**config.mk**
```make
export PLATFORM = sky130hd
export DESIGN_NAME = uart_rx_8n1_flat
export DESIGN_NICKNAME = d
export VERILOG_FILES = /design/src/rtl/uart_pkg.sv /design/src/rtl/uart_rx_8n1_if.sv /design/src/rtl/uart_rx_sync.sv /design/src/rtl/uart_rx_8n1.sv /design/src/flat_wrapper.sv
export SDC_FILE = /design/constraint.sdc
export NUM_CORES = 1
export LEC_CHECK = 0
export CAP_MARGIN = 20
export CORE_ASPECT_RATIO = 0.75
export CORE_MARGIN = 2
export CORE_UTILIZATION = 30
export DETAILED_ROUTE_END_ITERATION = 10
export GPL_TIMING_DRIVEN = 0
export SYNTH_ARGS = -nofsm -noshare
export SYNTH_HDL_FRONTEND = slang
export SYNTH_SLANG_ARGS = --single-unit
```
**constraint.sdc**
```tcl
create_clock -name clk -period 1.6 [get_ports clk]
set_input_delay 0.24 -clock clk [delete_from_list [all_inputs] [get_ports clk]]
set_output_delay 0.24 -clock clk [all_outputs]
set_load 0.03 [all_outputs]
```
**src/rtl/uart_pkg.sv**
```systemverilog
// Shared UART definitions (receiver and transmitter): FSM states, frame layout, counter sizing.
// Latency: n/a (types, constants and a combinational helper only).
// Backpressure: n/a.
package uart_pkg;

  typedef enum logic [2:0] {
    IDLE,
    START,
    DATA,
    STOP,
    WAIT_HI
  } uart_state_e;

  localparam int DATA_BITS   = 8;
  localparam int START_IDX   = 0;
  localparam int STOP_IDX    = 9;
  localparam int CPB_DEFAULT = 1085;  // 125 MHz / 115200 baud
  localparam int CNT_W       = 11;

  // 2-of-3 majority vote, used to reject single-clock line glitches
  function automatic logic maj3(input logic a, input logic b, input logic c);
    return (a & b) | (a & c) | (b & c);
  endfunction

endpackage

```
**src/rtl/uart_rx_8n1_if.sv**
```systemverilog
// Receiver-side bundle: serial line in, recovered byte / status pulses / progress counters out.
// Latency: n/a (wiring only).
// Backpressure: none; o_valid and o_frame_err are single-cycle pulses the consumer must take.
interface uart_rx_8n1_if;
  import uart_pkg::*;

  logic                 i_Rx;
  logic [DATA_BITS-1:0] o_data;
  logic                 o_valid;
  logic                 o_frame_err;
  logic                 o_busy;
  logic [3:0]           o_bit_count;
  logic [CNT_W-1:0]     o_CPB_count;

  // master drives the line and observes the receiver
  modport master (
    output i_Rx,
    input  o_data, o_valid, o_frame_err, o_busy, o_bit_count, o_CPB_count
  );

  // slave is the receiver itself
  modport slave (
    input  i_Rx,
    output o_data, o_valid, o_frame_err, o_busy, o_bit_count, o_CPB_count
  );

endinterface

```
**src/rtl/uart_rx_sync.sv**
```systemverilog
// Metastability synchronizer for the async rx pin plus falling-edge detect and neighbour taps.
// Latency: SYNC_FF clocks from pin to rx_s_o; fall_o is valid in the cycle rx_s_o first reads low.
// Backpressure: none.
module uart_rx_sync #(
  parameter int SYNC_FF = 2
) (
  input  logic clk,
  input  logic rst,
  input  logic rx_i,
  output logic rx_s_o,      // synchronized line
  output logic rx_ahead_o,  // value rx_s_o will take next cycle
  output logic rx_prev_o,   // value rx_s_o had last cycle
  output logic fall_o
);

  logic [SYNC_FF-1:0] sync_q;
  logic               prev_q;

  // shift the pin through the chain; idle-high reset so no false start edge after reset
  always_ff @(posedge clk or posedge rst) begin
    if (rst) begin
      sync_q <= '1;
      prev_q <= 1'b1;
    end else begin
      sync_q <= {sync_q[SYNC_FF-2:0], rx_i};
      prev_q <= sync_q[SYNC_FF-1];
    end
  end

  assign rx_s_o     = sync_q[SYNC_FF-1];
  assign rx_ahead_o = sync_q[SYNC_FF-2];
  assign rx_prev_o  = prev_q;
  assign fall_o     = prev_q & ~sync_q[SYNC_FF-1];

endmodule

```
**src/rtl/uart_rx_8n1.sv**
```systemverilog
// 8N1 UART receiver: recovers LSB-first bytes, pulses o_valid (good stop) or o_frame_err (low stop).
// Latency: o_valid rises SYNC_FF+1 clocks after mid-stop-bit on the pin. Optional macro: UART_RX_MAJORITY_EN.
// Backpressure: none; pulses are single-cycle and o_data holds until the next good byte.
module uart_rx_8n1
  import uart_pkg::*;
#(
  parameter int CPB     = CPB_DEFAULT,
  parameter int SYNC_FF = 2
) (
  input  logic          clk,
  input  logic          rst,
  uart_rx_8n1_if.slave  bus
);

  localparam logic [CNT_W-1:0] HALF_CNT      = CNT_W'(CPB / 2 - 1);
  localparam logic [CNT_W-1:0] LAST_CNT      = CNT_W'(CPB - 1);
  localparam logic [3:0]       START_BIT     = 4'(START_IDX);
  localparam logic [3:0]       FIRST_DATA    = 4'(START_IDX + 1);
  localparam logic [3:0]       LAST_DATA_IDX = 4'(DATA_BITS);
  localparam logic [3:0]       STOP_BIT      = 4'(STOP_IDX);

  logic rx_s;
  logic rx_ahead;
  logic rx_prev;
  logic fall;
  logic sample;

  uart_state_e          state_q, state_d;
  logic [CNT_W-1:0]     cnt_q, cnt_d;
  logic [3:0]           bit_q, bit_d;
  logic [DATA_BITS-1:0] shreg_q, shreg_d;
  logic [DATA_BITS-1:0] data_q, data_d;
  logic                 valid_q, valid_d;
  logic                 ferr_q, ferr_d;

  uart_rx_sync #(.SYNC_FF(SYNC_FF)) u_sync (
    .clk        (clk),
    .rst        (rst),
    .rx_i       (bus.i_Rx),
    .rx_s_o     (rx_s),
    .rx_ahead_o (rx_ahead),
    .rx_prev_o  (rx_prev),
    .fall_o     (fall)
  );

`ifdef UART_RX_MAJORITY_EN
  // The vote over counts P-1, P, P+1 is formed at count P: the P+1 value is
  // already sitting one stage up the synchronizer, so sample timing is unchanged.
  assign sample = maj3(rx_prev, rx_s, rx_ahead);
`else
  logic unused_taps;
  assign sample      = rx_s;
  assign unused_taps = rx_ahead ^ rx_prev;
`endif

  // state, counters, shift register and output pulse registers
  always_ff @(posedge clk or posedge rst) begin
    if (rst) begin
      state_q <= IDLE;
      cnt_q   <= '0;
      bit_q   <= START_BIT;
      shreg_q <= '0;
      data_q  <= '0;
      valid_q <= 1'b0;
      ferr_q  <= 1'b0;
    end else begin
      state_q <= state_d;
      cnt_q   <= cnt_d;
      bit_q   <= bit_d;
      shreg_q <= shreg_d;
      data_q  <= data_d;
      valid_q <= valid_d;
      ferr_q  <= ferr_d;
    end
  end

  // next-state: bit timing, sampling and frame decisions
  always_comb begin
    state_d = state_q;
    cnt_d   = cnt_q;
    bit_d   = bit_q;
    shreg_d = shreg_q;
    data_d  = data_q;
    valid_d = 1'b0;
    ferr_d  = 1'b0;

    case (state_q)
      IDLE: begin
        cnt_d = '0;
        bit_d = START_BIT;
        if (fall) state_d = START;
      end

      // confirm the start bit at its middle; a high line here was a glitch
      START: begin
        if (cnt_q == HALF_CNT) begin
          cnt_d = '0;
          if (!sample) begin
            state_d = DATA;
            bit_d   = FIRST_DATA;
          end else begin
            state_d = IDLE;
          end
        end else begin
          cnt_d = cnt_q + CNT_W'(1);
        end
      end

      // counting from mid-start, CPB-1 lands on the middle of each data bit
      DATA: begin
        if (cnt_q == LAST_CNT) begin
          cnt_d   = '0;
          shreg_d = {sample, shreg_q[DATA_BITS-1:1]};
          if (bit_q == LAST_DATA_IDX) begin
            state_d = STOP;
            bit_d   = STOP_BIT;
          end else begin
            bit_d = bit_q + 4'd1;
          end
        end else begin
          cnt_d = cnt_q + CNT_W'(1);
        end
      end

      // leave at mid-stop so a back-to-back start edge is not missed
      STOP: begin
        if (cnt_q == LAST_CNT) begin
          cnt_d = '0;
          if (sample) begin
            data_d  = shreg_q;
            valid_d = 1'b1;
            state_d = IDLE;
            bit_d   = START_BIT;
          end else begin
            ferr_d  = 1'b1;
            state_d = WAIT_HI;
          end
        end else begin
          cnt_d = cnt_q + CNT_W'(1);
        end
      end

      // break / framing recovery: one error per low period, resume once idle-high
      WAIT_HI: begin
        cnt_d = '0;
        if (rx_s) begin
          state_d = IDLE;
          bit_d   = START_BIT;
        end
      end

      default: begin
        state_d = IDLE;
        cnt_d   = '0;
        bit_d   = START_BIT;
      end
    endcase
  end

  assign bus.o_data      = data_q;
  assign bus.o_valid     = valid_q;
  assign bus.o_frame_err = ferr_q;
  assign bus.o_busy      = (state_q != IDLE);
  assign bus.o_bit_count = bit_q;
  assign bus.o_CPB_count = cnt_q;

endmodule

```
**src/flat_wrapper.sv**
```systemverilog
// flat-port wrapper written by rule: the top's interface ports become plain ports
module uart_rx_8n1_flat import uart_pkg::*;
#(
  parameter int CPB     = CPB_DEFAULT,
  parameter int SYNC_FF = 2
)
  (clk, rst, bus_i_Rx, bus_o_data, bus_o_valid, bus_o_frame_err, bus_o_busy, bus_o_bit_count, bus_o_CPB_count);
  uart_rx_8n1_if bus_i ();
  input  logic clk;
  input  logic rst;
  input wire logic [$bits(bus_i.i_Rx)-1:0] bus_i_Rx;
  output wire logic [$bits(bus_i.o_data)-1:0] bus_o_data;
  output wire logic [$bits(bus_i.o_valid)-1:0] bus_o_valid;
  output wire logic [$bits(bus_i.o_frame_err)-1:0] bus_o_frame_err;
  output wire logic [$bits(bus_i.o_busy)-1:0] bus_o_busy;
  output wire logic [$bits(bus_i.o_bit_count)-1:0] bus_o_bit_count;
  output wire logic [$bits(bus_i.o_CPB_count)-1:0] bus_o_CPB_count;
  assign bus_i.i_Rx = bus_i_Rx;
  assign bus_o_data = bus_i.o_data;
  assign bus_o_valid = bus_i.o_valid;
  assign bus_o_frame_err = bus_i.o_frame_err;
  assign bus_o_busy = bus_i.o_busy;
  assign bus_o_bit_count = bus_i.o_bit_count;
  assign bus_o_CPB_count = bus_i.o_CPB_count;
  uart_rx_8n1 #(.CPB(CPB), .SYNC_FF(SYNC_FF)) u_core (.clk(clk), .rst(rst), .bus(bus_i));
endmodule
```
==> results of run 1 <==
## routing by layer
| layer | vias up | part of all wire [%] | global-route usage, % |
|---|---|---|---|
| li1 | 635 | - | - |
| met1 | 668 | 51 | 19.70 |
| met2 | 32 | 44 | 17.86 |
| met3 | 4 | 3.8 | 3.049 |
| met4 | 0 | 1.1 | 5.797 |
| met5 | - | 0 | 0 |
## metrics by stage
stage | utilization [%] | hold slack (ps)
after global routing | 42.40 | 340.0
after CTS | 42.03 | 341.7
after floorplan | - | 244.5
after global placement | 37.89 | 347.4
after detailed placement | 37.89 | 348.7
final | 42.40 | 346.9
## final cells by class
| cell class | instances | area [um2] |
|---|---|---|
| buffer | 2 | 12.51 |
| clock buffer | 7 | 86.33 |
| clock inverter | 1 | 5.005 |
| fill | 556 | 3356 |
| inverter | 9 | 33.78 |
| multi-input combinational | 101 | 893.4 |
| sequential | 39 | 984.7 |
| tap | 78 | 97.59 |
| timing repair buffer | 40 | 356.6 |
## flip-flops by register name (all words and copies together), names as in the netlist
register	cells
u_core.bus.o_CPB_count	11
u_core.bus.o_data	8
u_core.shreg_q	8
u_core.bus.o_bit_count	4
u_core.state_q	3
u_core.u_sync.sync_q	2
u_core.bus.o_frame_err	1
u_core.bus.o_valid	1
u_core.u_sync.rx_prev_o	1
## power groups by stage
stage | sequential, mW | combinational, mW | clock, mW
4_1_cts | 1.20 | 0.799 | 0.709
5_1_grt | 1.23 | 0.897 | 0.747
3_3_place_gp | 1.26 | 0.713 | 0
6_report | 1.20 | 0.821 | 0.693
3_5_place_dp | 1.26 | 0.722 | 0
2_1_floorplan | 1.41 | 0.293 | 0
## path summary, 6_finish.rpt
| kind | from | endpoint | slack (ps) | depth (start not counted) |
|---|---|---|---|---|
| setup reg to reg | u_core.bus.o_CPB_count[0] | u_core.bus.o_data[3] | -220 | 7 |
| hold reg to reg | u_core.u_sync.sync_q[0] | u_core.u_sync.sync_q[1] | 360 | 0 |
| hold / removal | bus_i_Rx | u_core.u_sync.sync_q[0] | 350 | 1 |
| min in group asynchronous | rst | u_core.bus.o_bit_count[1] | 400 | 2 |
| max in group asynchronous | rst | u_core.bus.o_CPB_count[6] | 620 | 2 |
| setup / recovery | u_core.bus.o_CPB_count[0] | u_core.bus.o_data[3] | -220 | 7 |
## cells by family (layout without fill, tap and decap cells)
group,count (synthesis),after routing,share of synthesized area [%]
fa+ha+maj,5,5,3.441
simple gates,53,55,18.51
buf+inv,12,59,2.684
xor+xnor,10,10,4.818
flops,39,39,53.89
mux,18,18,11.01
compound gates,13,13,5.645
## repair_timing
item / CTS / global route
pin swaps: 6 / 3
buffers inserted: 13 / 1
resized for setup: 29 / 11
endpoints found under the setup margin: 49 / 38
gates cloned: 2 / 0
## cell usage in the layout, fill, tap and decap left out, types with 5 or more instances in the layout
| master | count |
|---|---|
| clkdlybuf4s50_1 | 11 |
| xor2_1 | 8 |
| nand2_1 | 5 |
| dfrtp_1 | 32 |
| clkbuf_8 | 6 |
| nor2_1 | 13 |
| nand3_1 | 6 |
| dlygate4sd2_1 | 15 |
| inv_1 | 5 |
| mux2_2 | 14 |
| buf_4 | 11 |
==> flow_metrics.py, run 1 <==
metrics = {
    "status": {
        "status": "finished, violations left",
        "violations": "setup timing",
    },
    "logic_synthesis": {
        "syn-mean-instance-area_um2": 12.12,
        "synth.distinct_cells": 41,
        "yosysWarnings": 0,
        "synth_top_area_share_pct": 49.55,
        "synth_nets": 158,
        "async_flop_share_pct": 100.0,
        "syn_inst": 150,
        "synth_top_area_cell": "dfrtp_1",
        "synthesis.area_mm2": 0.001818,
        "ys_seq_elements": 39,
        "synth_flop_cell": "dfrtp_1",
        "yosysSeqAreaShare_pct": 53.89,
        "synth.most_common_cell": "dfrtp_1",
        "synth-edff-count": 0,
        "synth_area_leaders": "dfrtp_1 50%, mux2_2 9.9%, dfstp_2 4.3%",
        "yosys-top-cells-count": "36 x dfrtp_1, 16 x mux2_2, 15 x nor2_1",
    },
    "die": {
        "die_area_mm2": 0.006705,
        "start_util_pct": 31.21,
        "die_h_um": 71.42,
        "die_width_um": 93.89,
        "io_pins": 29,
        "core_area_mm2": 0.005826,
        "rows": 24,
    },
    "sta": {
        "period_needed_ps": 1824,
        "worst_pin_slew_ps": 800.1,
        "slew_headroom_pct": 46.58,
        "rsz0062_at_grt": "yes",
        "max_freq_ghz": 0.5482,
        "setup_violations": 32,
        "final.setup.tns_ps": -3556,
        "finalCritPeriodShare_pct": 114.0,
        "slew_viol_final": 0,
        "timing.final.ws_setup_ps": -224.2,
        "final_hold_viol_count": 0,
        "clock-skew-final_ps": 4.721,
    },
    "clock_network": {
        "numCtsBuffers": 5,
        "cts_buffer_depth": 2,
        "clock_latency_ps": 300,
        "cts.sinks": 39,
        "htree_levels": 2,
        "cts_root_buf": "clkbuf_8",
        "postCtsHoldBufs": 0,
        "clk_pin_slew_worst_paths_ps": 70,
        "cts_tree": "done",
    },
    "critical_path": {
        "cp_slowest_cell": "dfrtp_2",
        "cp.arrival_ps": 2010,
        "critPathMaxStageDelay_ps": 430,
        "critPathMaxFanout": 5,
        "cp-start-kind": "register",
        "crit_family": "simple AND/OR/NAND/NOR gates",
        "required_ps": 1780,
        "path_buf_inv": 2,
        "worst-setup-path-type": "register to register",
        "cp_cell_sequence": "inv_2 -> ha_4 -> nand4b_1 -> nor3_4 -> buf_6 -> nand4_4 -> mux2_4",
        "crit_path_end_kind": "register",
    },
    "routing": {
        "drc_errors": 0,
        "drt_iter0_drc": 74,
        "final_antenna_net_count": 0,
        "viasPerCell": 4.834,
        "first_pass_iters": 4,
        "wire_per_inst_um": 14.17,
        "totalWireLength_um": 3924,
        "vias": 1339,
    },
    "pwr": {
        "switching_share_pct": 35.04,
        "power.total_mw": 2.716,
        "p_int_mw": 1.764,
        "combPwrFrac_pct": 30.2,
        "switching_power_mw": 0.9516,
        "peakVddDrop_uv": 447.7,
        "p_per_area_mw_per_mm2": 1100,
        "seqPwrFrac_pct": 44.2,
        "clkPwrFrac_pct": 25.5,
        "p_leak_nw": 1.137,
    },
    "global_route": {
        "grt_usage_pct": 13.07,
        "antenna_found_initial": 0,
        "grt_max_degree": 40,
        "overflow": 0,
        "grt_pass1_vias": 1330,
        "grt_pass1_wl_um": 6734,
    },
    "layout": {
        "diodes": 0,
        "area_growth_pct": 35.86,
        "final_cells": 277,
        "final_area_mm2": 0.002470,
        "layout-drive-gt1-share_pct": 33.67,
        "nets": 206,
    },
    "job": {
        "cap_violations": 0,
    },
    "placed_design": {
        "io_buffers": 28,
        "gp_congestion": 0.7803,
        "dp_slack_ps": -313.1,
        "dp.cells": 256,
        "place_area_mm2": 0.002207,
        "dp_hpwl_um": 2433,
    },
    "min_path": {
        "hold_path_class": "input pin to register",
    },
}
Power figures use the tool's default switching activity.
==> run 2: changes to the inputs <==
Settings changed: CORE_UTILIZATION 30 to 44, PLACE_DENSITY from default to 0.7.
==> run 2 against run 1 <==
  * Routed wire length rose by 4.0%
  * Global-route usage is 6.3 points higher
  * Power is 0.58% higher
  * Critical path type unchanged
  * The flow still finishes with violations (setup timing)
  * Clock-buffer cell count did not move
  * Final cell count decreased by 7.6%
  * Sequential power about the same
  * Fmax down 3.1%
  * Critical path depth stayed put
==> flow_metrics.py, run 2 (same netlist as run 1, synthesis figures left out) <==
metrics = {
    "status": {
        "violations": "setup timing",
        "status": "finished, violations left",
    },
    "sta": {
        "finalCritPeriodShare_pct": 117.6,
        "hold_ws_ps": 340.8,
        "final_hold_viol_count": 0,
        "worst_pin_slew_ps": 789.1,
        "max_freq_ghz": 0.5314,
        "setup_violations": 35,
        "timing.final.ws_setup_ps": -281.7,
        "rsz0062_at_grt": "yes",
        "period_needed_ps": 1882,
        "clock-skew-final_ps": 2.697,
        "slew_viol_final": 0,
        "slew_headroom_pct": 47.32,
    },
    "layout": {
        "seq_area_um2": 989.7,
        "multi_input_area_um2": 935.9,
        "diodes": 0,
        "nets": 208,
        "final_cell_mix": "31 x dfrtp_1, 15 x dlygate4sd2_1, 14 x mux2_2",
        "final_common_cell": "dfrtp_1",
        "area_growth_pct": 39.37,
        "final_util_pct": 63.28,
        "fill_cells": 329,
        "largest_reg_flops": 11,
        "layout-drive-gt1-share_pct": 37.31,
    },
    "routing": {
        "first_pass_iters": 4,
        "viasPerCell": 5.289,
        "vias": 1354,
        "wire_per_inst_um": 15.94,
        "drc_errors": 0,
        "totalWireLength_um": 4080,
        "drt_iter0_drc": 60,
        "final_antenna_net_count": 0,
    },
    "clock_network": {
        "clk_pin_slew_worst_paths_ps": 70,
        "htree_levels": 2,
        "clock_latency_ps": 300,
        "numCtsBuffers": 5,
        "cts_root_buf": "clkbuf_8",
        "cts_tree": "done",
        "cts.sinks": 39,
        "cts_buffer_depth": 2,
        "postCtsHoldBufs": 0,
    },
    "die": {
        "core_area_mm2": 0.004004,
        "die_area_mm2": 0.004667,
        "die_width_um": 78.23,
        "io_pins": 29,
        "start_util_pct": 45.41,
        "die_h_um": 59.67,
        "rows": 20,
    },
    "critical_path": {
        "cp-start-kind": "register",
        "crit_path_end_kind": "register",
        "critPathMaxStageDelay_ps": 430,
        "cp_slowest_cell": "dfrtp_2",
        "path_buf_inv": 2,
        "worst-setup-path-type": "register to register",
        "cp.arrival_ps": 2070,
        "required_ps": 1790,
        "cp_cell_sequence": "inv_2 -> ha_4 -> nand4b_1 -> nor3_4 -> buf_12 -> nand4_4 -> mux2_4",
        "crit_family": "simple AND/OR/NAND/NOR gates",
        "critPathMaxFanout": 5,
    },
    "pwr": {
        "p_per_area_mw_per_mm2": 1078,
        "clkPwrFrac_pct": 23.7,
        "seqPwrFrac_pct": 44.4,
        "switching_share_pct": 35.74,
        "combPwrFrac_pct": 31.9,
        "p_int_mw": 1.755,
        "switching_power_mw": 0.9761,
        "peakVddDrop_uv": 701.4,
        "p_leak_nw": 1.177,
    },
    "placed_design": {
        "dp_slack_ps": -268.5,
        "dp_hpwl_um": 2303,
        "gp_congestion": 0.8362,
        "io_buffers": 28,
    },
    "global_route": {
        "grt_pass1_vias": 1317,
        "grt_usage_pct": 19.37,
        "grt_max_degree": 40,
        "grt_pass1_wl_um": 6693,
        "overflow": 0,
        "antenna_found_initial": 0,
    },
    "job": {
        "cap_violations": 0,
    },
    "min_path": {
        "hold_path_class": "input pin to register",
    },
}
run 2: what timing repair did:
| item | in CTS | in global routing |
|---|---|---|
| pin swaps | 7 | 15 |
| buffers inserted | 11 | 5 |
| endpoints found under the setup margin | 49 | 38 |
| cloned | 2 | 0 |
| resized for setup | 32 | 19 |
run 2: worst paths after layout:
kind,startpoint,end,slack [ps],cells after the start
hold / removal,bus_i_Rx,u_core.u_sync.sync_q[0],340,1
hold reg to reg,u_core.u_sync.sync_q[0],u_core.u_sync.sync_q[1],370,0
min in group asynchronous,rst,u_core.bus.o_data[7],410,2
max in group asynchronous,rst,u_core.state_q[2],640,2
setup / recovery,u_core.bus.o_CPB_count[0],u_core.bus.o_data[1],-280,7
setup reg to reg,u_core.bus.o_CPB_count[0],u_core.bus.o_data[1],-280,7
run 2: worst register-to-register path, delay by kind of cell (launching register included):
family        cells  cell delay, ps
simple gates      3             640
flops             1             430
mux               1             340
buf+inv           2             240
fa+ha+maj         1             130
run 2: layout make-up:
class                           count  area share [%]
Timing Repair Buffer               42           16.15
Sequential cell                    39           39.06
Tap cell                           55           2.716
Inverter                            9           1.432
Buffer                              2          0.4938
Multi-Input combinational cell    101           36.94
Clock buffer                        7           3.012
Clock inverter                      1          0.1975
run 2: power groups by stage:
stage / clock, mW / sequential (mW) / combinational (mW)
after floorplan: 0 / 1.41 / 0.293
after global placement: 0 / 1.25 / 0.705
after detailed placement: 0 / 1.26 / 0.716
after CTS: 0.662 / 1.20 / 0.797
after global routing: 0.712 / 1.24 / 0.938
final: 0.647 / 1.21 / 0.872
run 2: metrics by stage:
step / TNS, ps / std cells / instance area (um2) / total power, mW
final: -6629 / 256 / 2534 / 2.732
after global routing: -8838 / 256 / 2534 / 2.890
after CTS: -3203 / 252 / 2431 / 2.658
after detailed placement: -5630 / 233 / 2178 / 1.971
after global placement: -17030 / 233 / 2178 / 1.953
after floorplan: -3513 / 150 / 1829 / 1.700
run 2: metal layers:
metal	GRT usage, %	up-vias	share of wire (%)
li1	-	638	-
met1	26.71	677	46
met2	28.57	31	47
met3	5.287	8	4.6
met4	9.774	0	1.9
met5	0	-	0
==> run 3: changes to the inputs <==
Settings changed: ABC_CLOCK_PERIOD_IN_PS from default to 1600, CELL_PAD_IN_SITES_DETAIL_PLACEMENT from default to 0, CELL_PAD_IN_SITES_GLOBAL_PLACEMENT from default to 1, CORE_UTILIZATION 44 to 38, PLACE_DENSITY 0.7 to default, PLACE_DENSITY_LB_ADDON from default to 0.1.
==> run 3 against run 2 <==
  * The run still ends with setup timing left
  * Non-clock buffer count is 2 higher
  * Final cell count is 1.2% higher
  * Hold slack better by 11 ps
  * Register-to-register slack better by 120 ps
  * Power is 11% higher
  * Critical path depth is 2 lower
  * Utilization is 6.5 points lower
  * Global-route usage is 3.9 points lower
  * Largest power group unchanged
  * Routed wire length is 5.2% lower
  * Critical path type unchanged
  * First-iteration DRC count is 50% higher
  * Sequential power hardly changed
  * Setup slack better by 120 ps
==> flow_metrics.py, run 3 (same netlist as run 1, synthesis figures left out) <==
metrics = {
    "sta": {
        "final.setup.tns_ps": -2906,
        "slew_headroom_pct": 46.90,
        "rsz0062_at_grt": "yes",
        "setup_violations": 34,
        "max_freq_ghz": 0.5665,
        "timing.final.ws_setup_ps": -165.3,
        "final_hold_viol_count": 0,
        "finalCritPeriodShare_pct": 110.3,
        "clock-skew-final_ps": 3.219,
        "period_needed_ps": 1765,
        "slew_viol_final": 0,
        "worst_pin_slew_ps": 795.4,
    },
    "status": {
        "violations": "setup timing",
        "status": "finished, violations left",
    },
    "pwr": {
        "p_leak_nw": 1.221,
        "peakVddDrop_uv": 685.6,
        "power.total_mw": 3.026,
        "p_per_area_mw_per_mm2": 1179,
    },
    "die": {
        "core_area_mm2": 0.004519,
        "die_h_um": 63.90,
        "die_area_mm2": 0.005359,
        "die_width_um": 83.87,
        "io_pins": 29,
        "rows": 21,
        "start_util_pct": 40.23,
    },
    "global_route": {
        "grt_pass1_wl_um": 6437,
        "grt_pass1_vias": 1345,
        "antenna_found_initial": 0,
        "grt_max_degree": 40,
        "overflow": 0,
        "grt_usage_pct": 15.43,
    },
    "routing": {
        "wl_met1_um": 2009,
        "vias": 1318,
        "first_pass_iters": 4,
        "final_antenna_net_count": 0,
        "totalWireLength_um": 3869,
        "wire_per_inst_um": 14.94,
        "viasPerCell": 5.089,
        "highest_layer": "met4",
        "drc_errors": 0,
        "met2WireLength_um": 1662,
        "dr_wl_met3_um": 151,
        "drt_iter0_drc": 90,
    },
    "clock_network": {
        "cts_tree": "done",
        "numCtsBuffers": 5,
        "clk_pin_slew_worst_paths_ps": 70,
        "cts.sinks": 39,
        "cts_buffer_depth": 2,
        "htree_levels": 2,
        "cts_root_buf": "clkbuf_8",
        "postCtsHoldBufs": 0,
        "clock_latency_ps": 290,
    },
    "placed_design": {
        "dp_hpwl_um": 2461,
        "gp_congestion": 0.7593,
        "io_buffers": 28,
        "dp.cells": 235,
        "dp_slack_ps": -317.3,
    },
    "layout": {
        "final_cells": 259,
        "diodes": 0,
        "final_cell_mix": "32 x dfrtp_1, 16 x dlygate4sd2_1, 15 x mux2_2",
        "largest_reg_flops": 11,
        "layout-drive-gt1-share_pct": 35.64,
        "area_growth_pct": 41.22,
        "fill_cells": 395,
        "nets": 209,
        "final_common_cell": "dfrtp_1",
    },
    "critical_path": {
        "cp_slowest_cell": "dfrtp_2",
        "cp-start-kind": "register",
        "critPathMaxFanout": 4,
        "critPathMaxStageDelay_ps": 420,
        "cp.arrival_ps": 1940,
        "crit_path_end_kind": "register",
        "worst-setup-path-type": "register to register",
        "required_ps": 1780,
        "cp_cell_sequence": "or3_4 -> nor3_4 -> nand4_4 -> buf_6 -> mux2_2",
    },
    "job": {
        "cap_violations": 0,
    },
    "min_path": {
        "hold_path_class": "input pin to register",
    },
}
## run 3: cell types whose count changed in the layout (fill, tap and decap cells not counted), sizes merged
cell / previous run / this run
clkdlybuf4s50: 10 / 8
clkinv: 1 / 0
clkbuf: 7 / 6
dlymetal6s2s: 2 / 4
bufinv: 0 / 2
dlygate4sd2: 15 / 16
clkdlybuf4s15: 1 / 0
nand4: 6 / 5
buf: 16 / 18
## run 3: per-stage QoR
stage / area (um2) / utilization, % / hold slack, ps
6_report: 2567 / 56.81 / 352.2
5_1_grt: 2567 / 56.81 / 362.5
4_1_cts: 2417 / 53.49 / 340.5
3_5_place_dp: 2181 / 48.26 / 347.9
3_3_place_gp: 2181 / 48.26 / 346.3
2_1_floorplan: 1829 / - / 244.5
## run 3: timing repair
item | in CTS | in global routing
gates resized for setup | 27 | 24
hold endpoints to repair | 0 | 0
setup buffers | 9 | 6
setup endpoints to repair | 49 | 41
cloned | 1 | 0
pin swaps | 7 | 4
## run 3: cell type report
cell class	count	area [um2]	share of cell area [%]
clock inverter	2	60.06	2.339
buffer	3	17.52	0.6823
sequential	39	984.7	38.35
tap	57	71.32	2.778
timing repair buffer	43	416.7	16.23
multi-input combinational	100	910.9	35.48
inverter	9	33.78	1.316
clock buffer	6	72.57	2.827
## run 3: critical path, delay by kind of cell, from the launching register on
kind,cells,cell delay [ps]
AND/OR/NAND/NOR,3,810
multiplexers,1,260
flip-flops,1,420
buffers and inverters,1,160
## run 3: path summary, 6_finish.rpt
path / from / end / slack (ps) / depth (start not counted)
min in group asynchronous: rst / u_core.bus.o_valid / 420 / 2
worst max register to register: u_core.bus.o_CPB_count[6] / u_core.bus.o_data[5] / -170 / 5
max in group asynchronous: rst / u_core.bus.o_CPB_count[0] / 640 / 2
worst min register to register: u_core.u_sync.sync_q[0] / u_core.u_sync.sync_q[1] / 360 / 0
worst max-delay path: u_core.bus.o_CPB_count[6] / u_core.bus.o_data[5] / -170 / 5
worst min-delay path: bus_i_Rx / u_core.u_sync.sync_q[0] / 350 / 1
## run 3: per-layer routing
metal / vias up / GRT usage (%)
met5: - / 0
met4: 0 / 6.048
li1: 638 / -
met3: 5 / 3.618
met2: 27 / 22.70
met1: 648 / 22.10
## run 3: power by group
part | switching [mW] | internal [mW]
clock | 0.339 | 0.623
sequential | 0.106 | 1.09
combinational | 0.515 | 0.350
==> patch 1, RTL diff (flow settings as in run 1) <==
Make the reset (`rst`) synchronous in 2 clocked blocks. Comments in the files are not updated.
--- a/src/rtl/uart_rx_sync.sv
+++ b/src/rtl/uart_rx_sync.sv
@@ -19,3 +19,3 @@
   // shift the pin through the chain; idle-high reset so no false start edge after reset
-  always_ff @(posedge clk or posedge rst) begin
+  always_ff @(posedge clk) begin
     if (rst) begin
--- a/src/rtl/uart_rx_8n1.sv
+++ b/src/rtl/uart_rx_8n1.sv
@@ -56,3 +56,3 @@
   // state, counters, shift register and output pulse registers
-  always_ff @(posedge clk or posedge rst) begin
+  always_ff @(posedge clk) begin
     if (rst) begin
Check against the original RTL: differs if rst is asserted again (counterexample within 4 cycles, from zero or initial values and one cycle with rst high); with rst held inactive, the same outputs for 10 cycles.
==> patch 1 against run 1 <==
Highest routed layer unchanged; critical endpoint is now u_core.bus.o_bit_count[3]; sequential cell count is the same; the run still ends with negative setup slack left; via count grew 12%; sequential share of layout area is 7.8 points lower; setup slack improved by 0.059 ns; wire length increased by 0.89%; area after synthesis decreased by 1.9%; final area up 0.66%; synthesized cell count up 33%.
Power is not compared: it rests on default switching activity, and its combinational part moved more than twofold at a synthesized area within 25%.
==> patch 1: results (changes against run 1) <==
| Metric | Value |
|---|---|
| Clock Pin Slew Worst Setup and Hold Paths | 0.08 ns |
| Fraction of registers with async set/reset | 0 (was 1.00) |
| Placed inst area | 2220 um2 (was 2210 um2) |
| Post-layout net count | 250 (was 206) |
| Distinct cells, synth | 40 (was 41) |
| Area share of fa/ha/maj cells after synthesis | 0.0351 (was 0.0344) |
| Vias post-DR | 1505 (was 1339) |
| Port Buffers | 27 (was 28) |
| Clock Path Buffers | 2 (unchanged) |
| Layout fillers | 563 (was 556) |
| CTS root buffer | clkbuf_8 (unchanged) |
| Combinational family with the most area after synthesis | simple AND/OR/NAND/NOR gates (unchanged) |
| Worst Path Arrival | 2.00 ns |
| Failing checks | negative setup slack (unchanged) |
| Final HPWL DP | 2760 um (was 2430 um) |
| Worst Max-Slew Pin Slew | 0.443 ns (was 0.800 ns) |
| CP max FO | 2 (was 5) |
| Max reg flops | 11 (unchanged) |
| Final Skew | 0.0126 ns (was 0.00472 ns) |
| Worst slack, placed | -0.265 ns (was -0.313 ns) |
| Global Route Usage Sum | 0.124 (was 0.131) |
| First-pass GRT wire length | 6660 um (was 6730 um) |
| Static Leak | 1.17 nW |
| Sequential share of the synthesized area | 0.438 (was 0.539) |
| 1st-iter DRT viols | 63 (was 74) |
| Max H-tree Level | 2 (unchanged) |
| Vias in the first global route | 1399 (was 1330) |
| Routability cong. | 0.853 (was 0.780) |
| HP Class | reg2reg (was in2reg) |
| Setup Viol. Count Final | 32 (unchanged) |
| Status | complete, but fails checks (unchanged) |
| Synth top area cells | dfxtp_1 44%, mux2i_1 9.5%, nor2_1 7.8% (was dfrtp_1 50%, mux2_2 9.9%, dfstp_2 4.3%) |
| Share of layout cells above drive strength 1 | 0.239 (was 0.337) |
| Total CTS buffers | 5 (unchanged) |
| Yosys warns | 0 (unchanged) |
| Worst vdd ir | 0.000452 V |
| Pin count of the biggest net entering global routing | 15 (was 40) |
| # diodes | 0 (unchanged) |
| Compound-Gate Fraction of Synth Area | 0.104 (was 0.0564) |
| Synth cell count leaders | 39 x dfxtp_1, 37 x nor2_1, 17 x mux2i_1 (was 36 x dfrtp_1, 16 x mux2_2, 15 x nor2_1) |
| Pre-antenna DRT Iters | 4 (unchanged) |
| Proportion of synthesized area in mux cells | 0.0954 (was 0.110) |
| DR WL/cell | 12.3 um (was 14.2 um) |
| Initial antenna violation count | 0 (unchanged) |
| Clk Latency, worst-skew pair | 0.30 ns (about the same) |
| Final worst setup slack | -0.165 ns (was -0.224 ns) |
| Setup_tns | -2.52 ns (was -3.56 ns) |
| Mapped Nets | 208 (was 158) |
| Synth Area in XOR/XNOR | 0.0442 (was 0.0482) |
## patch 1: cell count changes after synthesis, moves of 8 or more
cell	delta
nand2_1	+8
mux2_2	-16
dfxtp_1	+39
mux2i_1	+15
dfrtp_1	-36
nor2_1	+22
## patch 1: layer usage
metal  wire, um  vias up  global-route usage
met5          0        -                   0
met4         51        0              0.0539
met3        144        5              0.0256
met2       1720       21               0.181
met1       2040      706               0.179
li1           -      773                   -
## patch 1: power by group
| part | internal (W) | switching [W] |
|---|---|---|
| Sequential | 0.000975 | 0.00000719 |
| Clock | 0.000410 | 0.000385 |
| Combinational | 0.0000480 | 0.0000739 |
| Total | 0.00143 | 0.000466 |
## patch 1: timing repair
item                       4_1_cts  5_1_grt
gates resized for setup         24       18
buffers inserted                 3        4
cloned                           1        1
setup endpoints to repair       40       39
pin swaps                        5       10
## patch 1: worst max-delay path, stage by stage (launching register included)
cell and delay (ns):
dfxtp_4 0.36, inv_4 0.07, ha_4 0.12, nand4bb_1 0.15
o21a_1 0.22, o21a_1 0.20, or4_1 0.46, a21oi_1 0.12
## patch 1: logic make-up (layout without fill, tap and decap cells)
group                    after synthesis  count (layout)
buffers and inverters                 17              60
AND/OR/NAND/NOR                       86              86
adder cells (fa/ha/maj)                5               5
flip-flops                            39              39
XOR/XNOR                               9               9
AO/OA/AOI/OAI                         27              27
multiplexers                          17              17
## patch 1: final timing paths
| path | startpoint | to | slack (ns) | depth (start not counted) |
|---|---|---|---|---|
| worst min register to register | u_core.u_sync.sync_q[0] | u_core.u_sync.sync_q[1] | 0.41 | 1 |
| worst max-delay path | u_core.bus.o_CPB_count[1] | u_core.bus.o_bit_count[3] | -0.16 | 7 |
| worst min-delay path | u_core.u_sync.sync_q[0] | u_core.u_sync.sync_q[1] | 0.41 | 1 |
| worst max register to register | u_core.bus.o_CPB_count[1] | u_core.bus.o_bit_count[3] | -0.16 | 7 |
## patch 1: final cells by class
cell class                 instances  area (um2)  area share
buffer                             9        71.3      0.0287
sequential                        39         798       0.321
timing repair buffer              36         345       0.139
inverter                           7        28.8      0.0116
clock buffer                       6        93.8      0.0377
clock inverter                     2        17.5     0.00705
multi-input combinational        144        1030       0.416
tap                               78        97.6      0.0393
## patch 1: metrics by stage
stage | std cells | total power (W) | utilization
2_1_floorplan | 200 | 0.00107 | -
3_3_place_gp | 305 | 0.00111 | 0.385
3_5_place_dp | 305 | 0.00111 | 0.385
4_1_cts | 316 | 0.00191 | 0.414
5_1_grt | 321 | 0.00197 | 0.431
6_report | 321 | 0.00190 | 0.431
==> patch 2, RTL diff (config.mk and constraints of run 1) <==
Made on the original files. Build with the macro `UART_RX_MAJORITY_EN` defined.
--- a/src/rtl/uart_rx_8n1.sv
+++ b/src/rtl/uart_rx_8n1.sv
@@ -3,2 +3,4 @@
 // Backpressure: none; pulses are single-cycle and o_data holds until the next good byte.
+`define UART_RX_MAJORITY_EN
+
 module uart_rx_8n1
Formal check against the unedited RTL: same outputs for any inputs over 10 cycles, from zero or initial values and one cycle with rst high; that may be too few to reach the edited logic, so the function may still have changed.
==> patch 2 against run 1 <==
Final area up 6.2%; largest cell class unchanged; the run still ends with negative setup slack left; largest power group is now combinational logic; combinational power up 58%; setup slack lost 0.036 ns; wire length is 1.6% higher; sequential share of layout area is 2.2 points lower; clock skew increased by 0.0035 ns; global-route usage shrank 0.36 points; sequential cell count unchanged; critical path depth increased by 1; synthesized cell count rose by 2.7%; worst hold slack improved by 0.00077 ns; area after synthesis decreased by 2.8%; highest routed layer unchanged; power is 16% higher.
==> patch 2: results (changes against run 1) <==
| Metric | Value |
|---|---|
| Clock Pin Slew Worst Setup and Hold Paths | 0.09 ns (was 0.07 ns) |
| Compound-Gate Fraction of Synth Area | 0.0927 (was 0.0564) |
| Synth Area in XOR/XNOR | 0.0347 (was 0.0482) |
| Worst vdd ir | 0.000443 V (was 0.000448 V) |
| Global Route Usage Sum | 0.127 (was 0.131) |
| Met3 WL | 143 um (was 148 um) |
| Synth top area cells | dfrtp_1 51%, mux2_2 9.6%, dfstp_2 4.5% (was dfrtp_1 50%, mux2_2 9.9%, dfstp_2 4.3%) |
| Final Skew | 0.00819 ns (was 0.00472 ns) |
| Setup Viol. Count Final | 36 (was 32) |
| Routability cong. | 0.757 (was 0.780) |
| Final worst setup slack | -0.260 ns (was -0.224 ns) |
| Clock net power | 0.000685 W (was 0.000693 W) |
| Worst Max-Slew Pin Slew | 0.860 ns (was 0.800 ns) |
| Area share of fa/ha/maj cells after synthesis | 0.0354 (was 0.0344) |
| Distinct cells, synth | 37 (was 41) |
| Static Leak | 1.29 nW (was 1.14 nW) |
| Setup_tns | -5.96 ns (was -3.56 ns) |
| Worst Path Arrival | 2.04 ns (was 2.01 ns) |
| Status | complete, but fails checks (unchanged) |
| First-pass GRT wire length | 6460 um (was 6730 um) |
| Syn Inst Count | 154 (was 150) |
| Pwr Total | 0.00316 W (was 0.00272 W) |
| Vias post-DR | 1313 (was 1339) |
| Post-layout net count | 214 (was 206) |
| Failing checks | negative setup slack (unchanged) |
==> patch 2: logic make-up after synthesis <==
| family | count (synthesis) |
|---|---|
| buffers and inverters | 12 |
| adder cells (fa/ha/maj) | 5 |
| AO/OA/AOI/OAI | 23 |
| AND/OR/NAND/NOR | 52 |
| XOR/XNOR | 7 |
| multiplexers | 16 |
| flip-flops | 39 |
==> patch 2: cell type report <==
cell class / count / share of cell area
sequential: 39 / 0.376
multi-input combinational: 104 / 0.358
timing repair buffer: 46 / 0.175
tap: 78 / 0.0372
clock buffer: 5 / 0.0262
inverter: 9 / 0.0138
clock inverter: 3 / 0.00954
buffer: 1 / 0.00429
==> patch 2: through the flow <==
stage	instance area [um2]	setup WS, ns	hold WS, ns
after CTS	2470	-0.202	0.343
final	2620	-0.260	0.348
after global placement	2200	-0.556	0.368
after global routing	2620	-0.296	0.324
after floorplan	1820	-0.191	0.244
after detailed placement	2200	-0.269	0.369
==> patch 2: final timing paths <==
| path | from | end | slack, ns | depth (start not counted) |
|---|---|---|---|---|
| worst min-delay path | bus_i_Rx | u_core.u_sync.sync_q[0] | 0.35 | 1 |
| max in group asynchronous | rst | u_core.state_q[0] | 0.63 | 2 |
| worst min register to register | u_core.u_sync.sync_q[0] | u_core.u_sync.sync_q[1] | 0.39 | 0 |
| min in group asynchronous | rst | u_core.bus.o_data[6] | 0.41 | 2 |
| worst max register to register | u_core.bus.o_CPB_count[1] | u_core.shreg_q[1] | -0.26 | 8 |
| worst max-delay path | u_core.bus.o_CPB_count[1] | u_core.shreg_q[1] | -0.26 | 8 |
==> patch 2: repair_timing <==
item,in CTS,in global routing
setup buffers,14,3
endpoints found under the setup margin,50,44
gates resized for setup,43,30
cloned,1,1
pin swaps,7,11
hold buffers,0,0
